[src/rtl/serial_adder.sv]
// Bit-serial adder: captures two WIDTH-bit operands, streams the sum LSB first
// through a full adder, and assembles the parallel sum and final carry.
module serial_adder #(
    parameter int WIDTH = 4
) (
    input  logic             clk,
    input  logic             reset,
    input  logic             start,
    input  logic [WIDTH-1:0] a,
    input  logic [WIDTH-1:0] b,
    output logic             sum_bit,
    output logic             sum_valid,
    output logic [WIDTH-1:0] sum,
    output logic             carry_out,
    output logic             busy,
    output logic             done
);

    localparam int CW = $clog2(WIDTH + 1);

    typedef enum logic [1:0] {
        S_IDLE = 2'd0,
        S_ADD  = 2'd1,
        S_DONE = 2'd2
    } state_t;

    state_t           state_q, state_d;
    logic [WIDTH-1:0] a_sh_q, a_sh_d;
    logic [WIDTH-1:0] b_sh_q, b_sh_d;
    logic             c_q, c_d;
    logic [CW-1:0]    cnt_q, cnt_d;
    logic             sum_bit_q, sum_bit_d;
    logic             sum_valid_q, sum_valid_d;
    logic [WIDTH-1:0] sum_q, sum_d;
    logic             carry_out_q, carry_out_d;
    logic             busy_q, busy_d;
    logic             done_q, done_d;
    logic             add_bit_s;
    logic             add_carry_s;

    function automatic logic maj3(input logic x, input logic y, input logic z);
        return (x & y) | (x & z) | (y & z);
    endfunction

    // Full-adder slice on the current operand LSBs.
    always_comb begin
        add_bit_s   = a_sh_q[0] ^ b_sh_q[0] ^ c_q;
        add_carry_s = maj3(a_sh_q[0], b_sh_q[0], c_q);
    end

    // Next-state and output-register logic.
    always_comb begin
        state_d     = state_q;
        a_sh_d      = a_sh_q;
        b_sh_d      = b_sh_q;
        c_d         = c_q;
        cnt_d       = cnt_q;
        sum_bit_d   = sum_bit_q;
        sum_valid_d = sum_valid_q;
        sum_d       = sum_q;
        carry_out_d = carry_out_q;
        done_d      = done_q;

        case (state_q)
            S_IDLE: begin
                sum_bit_d   = 1'b0;
                sum_valid_d = 1'b0;
                done_d      = 1'b0;
                if (start) begin
                    state_d     = S_ADD;
                    a_sh_d      = a;
                    b_sh_d      = b;
                    c_d         = 1'b0;
                    cnt_d       = '0;
                    sum_d       = '0;
                    carry_out_d = 1'b0;
                end else begin
                    state_d = S_IDLE;
                end
            end
            S_ADD: begin
                sum_bit_d   = add_bit_s;
                sum_valid_d = 1'b1;
                c_d         = add_carry_s;
                a_sh_d      = {1'b0, a_sh_q[WIDTH-1:1]};
                b_sh_d      = {1'b0, b_sh_q[WIDTH-1:1]};
                sum_d       = {add_bit_s, sum_q[WIDTH-1:1]};
                cnt_d       = cnt_q + {{(CW-1){1'b0}}, 1'b1};
                // The edge producing the MSB also publishes the final carry.
                if (cnt_q == CW'(WIDTH - 1)) begin
                    state_d     = S_DONE;
                    carry_out_d = add_carry_s;
                    done_d      = 1'b1;
                end else begin
                    state_d = S_ADD;
                end
            end
            S_DONE: begin
                state_d     = S_IDLE;
                done_d      = 1'b0;
                sum_valid_d = 1'b0;
                sum_bit_d   = 1'b0;
            end
            default: begin
                state_d     = S_IDLE;
                sum_bit_d   = 1'b0;
                sum_valid_d = 1'b0;
                done_d      = 1'b0;
            end
        endcase

        busy_d = (state_d != S_IDLE);
    end

    // State and output registers with synchronous reset.
    always_ff @(posedge clk) begin
        if (reset) begin
            state_q     <= S_IDLE;
            a_sh_q      <= '0;
            b_sh_q      <= '0;
            c_q         <= 1'b0;
            cnt_q       <= '0;
            sum_bit_q   <= 1'b0;
            sum_valid_q <= 1'b0;
            sum_q       <= '0;
            carry_out_q <= 1'b0;
            busy_q      <= 1'b0;
            done_q      <= 1'b0;
        end else begin
            state_q     <= state_d;
            a_sh_q      <= a_sh_d;
            b_sh_q      <= b_sh_d;
            c_q         <= c_d;
            cnt_q       <= cnt_d;
            sum_bit_q   <= sum_bit_d;
            sum_valid_q <= sum_valid_d;
            sum_q       <= sum_d;
            carry_out_q <= carry_out_d;
            busy_q      <= busy_d;
            done_q      <= done_d;
        end
    end

    assign sum_bit   = sum_bit_q;
    assign sum_valid = sum_valid_q;
    assign sum       = sum_q;
    assign carry_out = carry_out_q;
    assign busy      = busy_q;
    assign done      = done_q;

endmodule

[config.mk]
export PLATFORM = sky130hd
export DESIGN_NAME = serial_adder
export DESIGN_NICKNAME = d
export VERILOG_FILES = /design/src/rtl/serial_adder.sv
export SDC_FILE = /design/constraint.sdc
export NUM_CORES = 1
export LEC_CHECK = 0
export BUFFER_PORTS_ARGS = -buffer_cell sky130_fd_sc_hd__buf_2
export CAP_MARGIN = 10
export CELL_PAD_IN_SITES_DETAIL_PLACEMENT = 1
export CELL_PAD_IN_SITES_GLOBAL_PLACEMENT = 2
export CORE_AREA = 2 2 65 54
export DETAILED_ROUTE_END_ITERATION = 7
export DIE_AREA = 0 0 67 56
export GPL_ROUTABILITY_DRIVEN = 0
export PLACE_DENSITY = 0.84
export RECOVER_POWER = 100
export SYNTH_ARGS = -nofsm -noshare
export SYNTH_HDL_FRONTEND = slang
export SYNTH_SLANG_ARGS = --single-unit
[constraint.sdc]
create_clock -name clk -period 1.5 [get_ports clk]
set_clock_uncertainty 0.1 [all_clocks]
set_input_delay 0.3 -clock clk [delete_from_list [all_inputs] [get_ports clk]]
set_output_delay 0.3 -clock clk [all_outputs]
set_load 0.02 [all_outputs]
# ---- Word-level counts from Yosys, hierarchy flattened
# Cells that the tools add are included.
dict set report word_totals {
  regBits 23
  out_inout_bits 9
}
dict set report op_classes {
  n_reduce_logical 6
  eq_ne 4
  addsub 1
  mux 16
  n_bitwise 8
}
# op n
set ops {}
lappend ops {{one-hot mux 4 bit (2 select lines)} 3}
lappend ops {{2-to-1 mux 4 bit} 3}
lappend ops {{one-hot mux 3 bit (2 select lines)} 1}
lappend ops {{2-to-1 mux 1 bit} 4}
lappend ops {{!= test 2 bit, second input constant} 2}
lappend ops {{one-hot mux 1 bit (2 select lines)} 2}
lappend ops {{one-hot mux 2 bit (2 select lines)} 1}
lappend ops {{nonzero test 2 bit} 2}
lappend ops {{adder 3 x 1 -> 3 bit, second input constant} 1}
lappend ops {{AND 1 bit} 3}
lappend ops {{equality test 3 x 2 -> 1 bit, second input constant} 1}
lappend ops {{2-to-1 mux 3 bit} 1}
lappend ops {{AND reduction 3 bit} 1}
lappend ops {{equality test 2 x 1 -> 1 bit, second input constant} 1}
lappend ops {{logical NOT 2 bit} 1}
lappend ops {{2-to-1 mux 2 bit} 1}
lappend ops {{OR 1 bit} 2}
lappend ops {{AND reduction 2 bit} 1}
lappend ops {{OR reduction 2 bit} 1}
lappend ops {{XOR 1 bit} 2}
lappend ops {{inverter 1 bit} 1}

# ---- Logic depth before layout (Yosys ltp)
# Gate-level depths: netlist of run 1.
dict set report depth {
  word_depth 5
  mapped_depth 5
}

# ---- Worst setup path before layout of run 1
# Ideal clock, no wire load.
dict set report synth_path {
  path_type {register to register}
  from {register a_sh_q[0]}
  to {register sum_q[3] (netlist: sum[3])}
  arrival_ns 1.085
  path_stages_with_launch 5
  slack_ns 0.188
  n_path_buf 0
  period_less_slack_ns 1.312
  cell_sequence {dfxtp_1 -> inv_1 -> fa_1 -> a2bb2oi_1 -> nor2_1}
}
dict set report synth_between {
  elab_chain_cells 3
}
# element line_no
set synth_lines {}
lappend synth_lines {{from (decl)} 28} ;# logic [WIDTH-1:0] a_sh_q, a_sh_d;
lappend synth_lines {{from (signal assigned)} 131} ;# a_sh_q <= a_sh_d;
lappend synth_lines {{XOR 1 bit (2 in a row)} 47} ;# add_bit_s = a_sh_q[0] ^ b_sh_q[0] ^ c_q;
lappend synth_lines {{one-hot mux 4 bit (2 select lines)} 64} ;# case (state_q)
lappend synth_lines {{to (signal assigned)} 137} ;# sum_q <= sum_d;
lappend synth_lines {{to (decl)} 34} ;# logic [WIDTH-1:0] sum_q, sum_d;
# Every way passes these cells.
# A chain may end at the register's enable or synchronous reset.

# ---- Worst setup path after layout of run 1
dict set report layout_path {
  from {register c_q}
  to {register sum_q[3] (netlist: sum[3])}
}
dict set report layout_between {
  elab_chain_cells 2
}
# element line_no
set layout_lines {}
lappend layout_lines {{from (decl)} 30} ;# logic c_q, c_d;
lappend layout_lines {{from (signal assigned)} 121} ;# c_q <= 1'b0;
lappend layout_lines {{from (signal assigned)} 133} ;# c_q <= c_d;
lappend layout_lines {{XOR 1 bit} 47}
lappend layout_lines {{one-hot mux 4 bit (2 select lines)} 64}
# Every way passes these cells.

==> out/qor.yml, run 1 <==
outcome:
  status: "complete, no violations"
yosys:
  syn-cell-area_um2: 928
  syn-num-nets: 110
  synthArstFlopShare_pct: 0
  ys_warn_count: 0
  ys_ff_latch: 23
  synth_flop_cell: "dfxtp_1"
  synth_cells: 96
  synth-edff-count: 0
  yosysSeqAreaShare_pct: 49.6
  yosys.cell_types.count: 27
  postSynthAreaPerCell_um2: 9.67
route:
  ant_nets: 0
  vias: 751
  drc: 0
  first_iter_violations: 8
  vias_per_cell: 4.69
  firstDrtPassIters: 4
  finalWirelength_um: 2130
  drt-wirelength-per-cell_um: 13.3
timing:
  setup_viol: 0
  fmax_mhz: 716
  min_period_ns: 1.40
  relSlewSlack_pct: 72.4
  fin_crit_sh_pct: 93.2
  rsz0062_at_grt: "no"
  fin_setup_tns_ns: 0
  fin_hold_ws_ns: 0.180
  drv_slew: 0
  tightest_slew_ns: 0.414
  hold_viol: 0
setup_path:
  path_buf_inv: 1
  cpMaxStageDelayCell: "fa_1"
  r2r-start: "c_q$_SDFFE_PP0P_"
  crit_type: "reg -> reg"
  crit_path_end_kind: "flip-flop"
  worstSetupStartpoint: "c_q$_SDFFE_PP0P_"
  worst_setup_path_start_kind: "flip-flop"
  cpLargestDelayFamily: "adder cells"
  crit_required_ns: 1.55
  cp.arrival_ns: 1.44
  cp_max_fo: 2
  path_cells: "inv_1, fa_1, a2bb2oi_2, nor2_1"
  crit_path_max_incr_delay_ns: 0.59
global_routing:
  grt_antenna_before_repair: 0
  grt_start_max_net_pins: 22
  grt_pass1_wl_um: 3560
  grt_pass1_vias: 736
  grt_usage_pct: 12.4
  globalRouteOverflowTotal: 0
clock_tree:
  root_buffer: "clkbuf_8"
  cts_tree: "yes"
  cts.sinks: 23
  cts_max_path_buffers: 2
  holdBufCountCts: 0
  numCtsBuffers: 3
  cts.clk_slew.worst_paths_ns: 0.08
  htreeDepth: 1
  worstSkewPairLatency_ns: 0.27
floorplanning:
  dieArea_um2: 3750
  rows: 18
  core_um2: 3060
  die_x_um: 67
  ios: 20
  die_h_um: 56
  start_util_pct: 30.3
job:
  drv_cap: 0
placement:
  port_buffers: 19
  detailed_place_hpwl_um: 1460
pwr:
  vdd_drop_max_v: 0.000675
  leakage_nw: 0.470
  p_total_w: 0.00123
  p_per_area_nw_per_um2: 1080
finish:
  area_growth_pct: 21.8
  final_util_pct: 36.9
  fin_nets: 135
  drive_above_1_share_pct: 28.3
  diodes: 0
worst_hold_path:
  hp-start: "b[3]"
  hp-class: "in -> reg"
[registers in the layout (all words and copies together) (netlist names)]
name	flops
c_q	1
done	1
sum_valid	1
carry_out	1
sum_bit	1
cnt_q	3
b_sh_q	4
a_sh_q	4
busy	1
state_q	2
sum	4
[where the power goes]
group | total, W | internal, W | switching [W]
registers | 0.000664 | 0.000643 | 0.0000211
logic | 0.000174 | 0.0000772 | 0.0000971
clock network | 0.000389 | 0.000186 | 0.000203
total | 0.00123 | 0.000906 | 0.000321
[worst min-delay path: cells and delay by family]
kind,cells,cell delay (ns)
AOI/OAI and AO/OA,1,0.05
buffers and inverters,1,0.08
and+or+nand+nor,1,0.08
[layout by cell type, fill, tap and decap left out, types with 2 or more instances in the layout]
| cell type | synthesis | final |
|---|---|---|
| a2bb2oi_1 | 3 | 2 |
| nand2b_1 | 3 | 2 |
| inv_1 | 6 | 6 |
| a21oi_1 | 5 | 5 |
| a22oi_1 | 6 | 6 |
| a211oi_1 | 5 | 5 |
| ha_1 | 2 | 2 |
| nor3_1 | 2 | 2 |
| buf_2 | 0 | 16 |
| clkbuf_8 | 0 | 3 |
| nand2_1 | 6 | 6 |
| nor2_1 | 16 | 16 |
| dfxtp_1 | 23 | 22 |
| buf_4 | 2 | 6 |
| clkbuf_1 | 2 | 3 |
[cells in the mapped netlist, types with 3 or more instances]
master      n  area (um^2)
a22oi_1     6         45.0
a2bb2oi_1   3         26.3
a21oi_1     5         25.0
nand2_1     6         22.5
inv_1       6         22.5
a211oi_1    5         37.5
nor2_1     16         60.1
dfxtp_1    23          460
nand2b_1    3         18.8
[path summary, 6_finish.rpt]
kind	end	depth (start not counted)	slack, ns
worst min register to register	done$_SDFFE_PP0N_	1	0.38
worst min-delay path	b_sh_q[3]$_SDFFE_PP0P_	3	0.18
worst max register to register	sum[3]$_SDFFE_PP0P_	4	0.10
worst max-delay path	sum[3]$_SDFFE_PP0P_	4	0.10
[logic make-up (layout without fill, tap and decap cells)]
group	after synthesis	after routing	synth area share, %
and+or+nand+nor	31	31	14.8
AOI/OAI and AO/OA	27	27	23.5
buffers and inverters	12	36	7.28
DFF	23	23	49.6
adders and majority gates	3	3	4.85
[through the flow]
step	instance area (um^2)	worst slack (ns)	cells
after floorplan	928	0.188	96
after global placement	1040	0.0952	150
after detailed placement	1040	0.0770	150
after CTS	1080	0.0497	154
after global routing	1130	0.00532	160
final	1130	0.103	160
[metal layers]
| layer | global-route usage (%) | wire length, um | share of wire, % |
|---|---|---|---|
| met1 | 17.8 | 1080 | 50 |
| met2 | 17.4 | 956 | 45 |
| met3 | 4.45 | 89 | 4.2 |
| met4 | 3.21 | 10 | 0.47 |
| met5 | 0 | 0 | 0 |
[layout make-up]
class	instances	area (um^2)
inverter	6	22.5
multi-input combinational	61	409
timing repair buffer	26	141
sequential	23	462
fill	384	1930
clock inverter	1	5.00
clock buffer	3	41.3
tap	40	50.0
[repair_timing]
item	CTS	global route
endpoints found under the hold margin	0	0
buffers inserted	0	6
setup endpoints to repair	0	12
gates resized for setup	0	3
Note: power is estimated with default switching activity, not from simulation.
==> run 2, diff against run 1 <==
--- a/config.mk
+++ b/config.mk
@@ -5,15 +5,17 @@
 export SDC_FILE = /design/constraint.sdc
 export NUM_CORES = 1
 export LEC_CHECK = 0
+export ABC_AREA = 0
 export BUFFER_PORTS_ARGS = -buffer_cell sky130_fd_sc_hd__buf_2
 export CAP_MARGIN = 10
 export CELL_PAD_IN_SITES_DETAIL_PLACEMENT = 1
 export CELL_PAD_IN_SITES_GLOBAL_PLACEMENT = 2
-export CORE_AREA = 2 2 65 54
+export CORE_AREA = 2 2 63 53
+export CTS_BUF_LIST = sky130_fd_sc_hd__clkbuf_4 sky130_fd_sc_hd__clkbuf_8
 export DETAILED_ROUTE_END_ITERATION = 7
-export DIE_AREA = 0 0 67 56
+export DIE_AREA = 0 0 65 55
 export GPL_ROUTABILITY_DRIVEN = 0
-export PLACE_DENSITY = 0.84
+export PLACE_DENSITY = 0.87
 export RECOVER_POWER = 100
 export SYNTH_ARGS = -nofsm -noshare
 export SYNTH_HDL_FRONTEND = slang
==> run 2 against run 1 <==
  * Worst setup slack worse by 0.020 ns
  * Total power decreased by 1.8%
  * Via count shrank 2.5%
  * Critical endpoint unchanged
  * Utilization fell by 0.63 points
  * Combinational power fell by 13%
  * Routed wire length fell by 3.0%
  * Worst hold slack worse by 0.0044 ns
  * Cell count shrank 3.8%
==> out/qor.yml, run 2 (synthesis results as in run 1) <==
placement:
  port_buffers: 19  # unchanged
  detailed_place_hpwl_um: 1510  # +3.0%
  placed_cells: 150  # unchanged
  dp_slack_ns: 0.0153  # -0.0617 ns
floorplanning:
  ios: 20  # unchanged
  die_x_um: 65  # -3.0%
  dieArea_um2: 3580  # -4.7%
  start_util_pct: 31.5  # +1.2 points
  rows: 18  # unchanged
  die_h_um: 55  # -1.8%
  core_um2: 2950  # -3.7%
timing:
  fin_crit_sh_pct: 94.5  # +1.4 points
  fmax_mhz: 705  # -1.4%
  setup_ws_ns: 0.0822  # -0.0204 ns
  min_period_ns: 1.42  # +0.0204 ns
  tightest_slew_ns: 0.479  # +0.0646 ns
  hold_viol: 0  # unchanged
  drv_slew: 0  # unchanged
  relSlewSlack_pct: 68.0  # -4.4 points
  setup_viol: 0  # unchanged
  rsz0062_at_grt: "no"
  fin_setup_tns_ns: 0  # unchanged
route:
  drc: 0  # unchanged
  ant_nets: 0  # unchanged
  finalWirelength_um: 2070  # -3.0%
  firstDrtPassIters: 2  # -2
  drt-wirelength-per-cell_um: 13.4  # +0.83%
  vias: 732  # -2.5%
  first_iter_violations: 30  # +22
  vias_per_cell: 4.75  # +1.3%
setup_path:
  crit_required_ns: 1.55  # about the same
  cpLargestDelayFamily: "adder cells"
  worst_setup_path_start_kind: "flip-flop"
  path_cells: "inv_1, fa_1, a2bb2oi_1, nor2_1"
  crit_type: "reg -> reg"
  crit_path_end_kind: "flip-flop"
  cpMaxStageDelayCell: "fa_1"
  cp_max_fo: 2  # unchanged
  crit_path_max_incr_delay_ns: 0.58  # about the same
  cp.arrival_ns: 1.47  # +0.03 ns
  path_buf_inv: 1  # unchanged
clock_tree:
  cts_tree: "yes"
  cts.clk_slew.worst_paths_ns: 0.08  # about the same
  cts_max_path_buffers: 2  # unchanged
  holdBufCountCts: 0  # unchanged
  root_buffer: "clkbuf_8"
  worstSkewPairLatency_ns: 0.27  # about the same
  numCtsBuffers: 3  # unchanged
  htreeDepth: 1  # unchanged
  cts.sinks: 23  # unchanged
finish:
  fin_nets: 129  # -4.4%
  area_growth_pct: 15.4
  final_util_pct: 36.3  # -0.63 points
  drive_above_1_share_pct: 16.7  # -12 points
  instances_no_fill: 154  # -3.8%
  diodes: 0  # unchanged
  final_cell_mix: "22 x dfxtp_1, 16 x nor2_1, 10 x buf_2, 10 x clkbuf_1"
  final_common_cell: "dfxtp_1"
outcome:
  status: "complete, no violations"
global_routing:
  grt_usage_pct: 13.3  # +0.93 points
  grt_pass1_vias: 772  # +4.9%
  globalRouteOverflowTotal: 0  # unchanged
  grt_start_max_net_pins: 22  # unchanged
  grt_antenna_before_repair: 0  # unchanged
  grt_pass1_wl_um: 3560  # unchanged
pwr:
  leakage_nw: 0.411  # -12%
  p_total_w: 0.00120  # -1.8%
  p_per_area_nw_per_um2: 1120  # +3.7%
  vdd_drop_max_v: 0.000459  # -32%
worst_hold_path:
  hp-class: "in -> reg"
job:
  drv_cap: 0  # unchanged
==> run 2: cell count changes in the layout (fill, tap and decap cells not counted) <==
cell	change
buf_4	-6
o21ba_2	-1
a2bb2oi_1	+1
buf_2	-6
o21ba_1	+1
and2_1	-1
a2bb2oi_2	-1
and2_0	+1
clkbuf_2	-1
clkbuf_1	+7
==> run 2: cell type report <==
| cell class | count | area (um^2) |
|---|---|---|
| multi-input combinational | 61 | 403 |
| tap | 40 | 50.0 |
| fill | 370 | 1880 |
| clock inverter | 1 | 5.00 |
| timing repair buffer | 20 | 87.6 |
| clock buffer | 3 | 41.3 |
| inverter | 6 | 22.5 |
| sequential | 23 | 462 |
==> run 2: worst paths after layout <==
| path | slack [ns] | from | end | cells after the start |
|---|---|---|---|---|
| max | 0.08 | a_sh_q[0]$_SDFFE_PP0P_ | sum[3]$_SDFFE_PP0P_ | 4 |
| min | 0.18 | a[3] | a_sh_q[3]$_SDFFE_PP0P_ | 3 |
| min reg2reg | 0.38 | done$_SDFFE_PP0N_ | done$_SDFFE_PP0N_ | 1 |
| max reg2reg | 0.08 | a_sh_q[0]$_SDFFE_PP0P_ | sum[3]$_SDFFE_PP0P_ | 4 |
==> run 2: power breakdown <==
| part | internal [W] | leakage, nW | switching [W] |
|---|---|---|---|
| sequential | 0.000643 | 0.189 | 0.0000214 |
| clock | 0.000186 | 0.0255 | 0.000202 |
| combinational | 0.0000592 | 0.197 | 0.0000931 |
==> run 2: per-layer routing <==
layer | track usage [%] | vias to the layer above | share of wire (%)
met5 | 0 | - | 0
met4 | 2.13 | 0 | 0
met3 | 5.06 | 0 | 4.4
met2 | 23.2 | 16 | 44
met1 | 16.3 | 346 | 51
li1 | - | 370 | -
==> run 2: timing repair <==
item                       in CTS  in global routing
setup endpoints to repair       0                  8
resized for setup               0                  2
buffers inserted                0                  0
==> run 2: through the flow <==
step                hold WS (ns)  area, um^2
global placement           0.348        1040
detailed placement         0.353        1040
global route               0.182        1070
floorplan                  0.292         928
CTS                        0.172        1080
finish                     0.175        1070
==> run 2: worst register-to-register path: cells and delay by family, from the launching register on <==
family,cells,cell delay [ns]
AOI/OAI and AO/OA,1,0.17
adders and majority gates,1,0.58
buffers and inverters,1,0.07
DFF,1,0.32
and+or+nand+nor,1,0.06
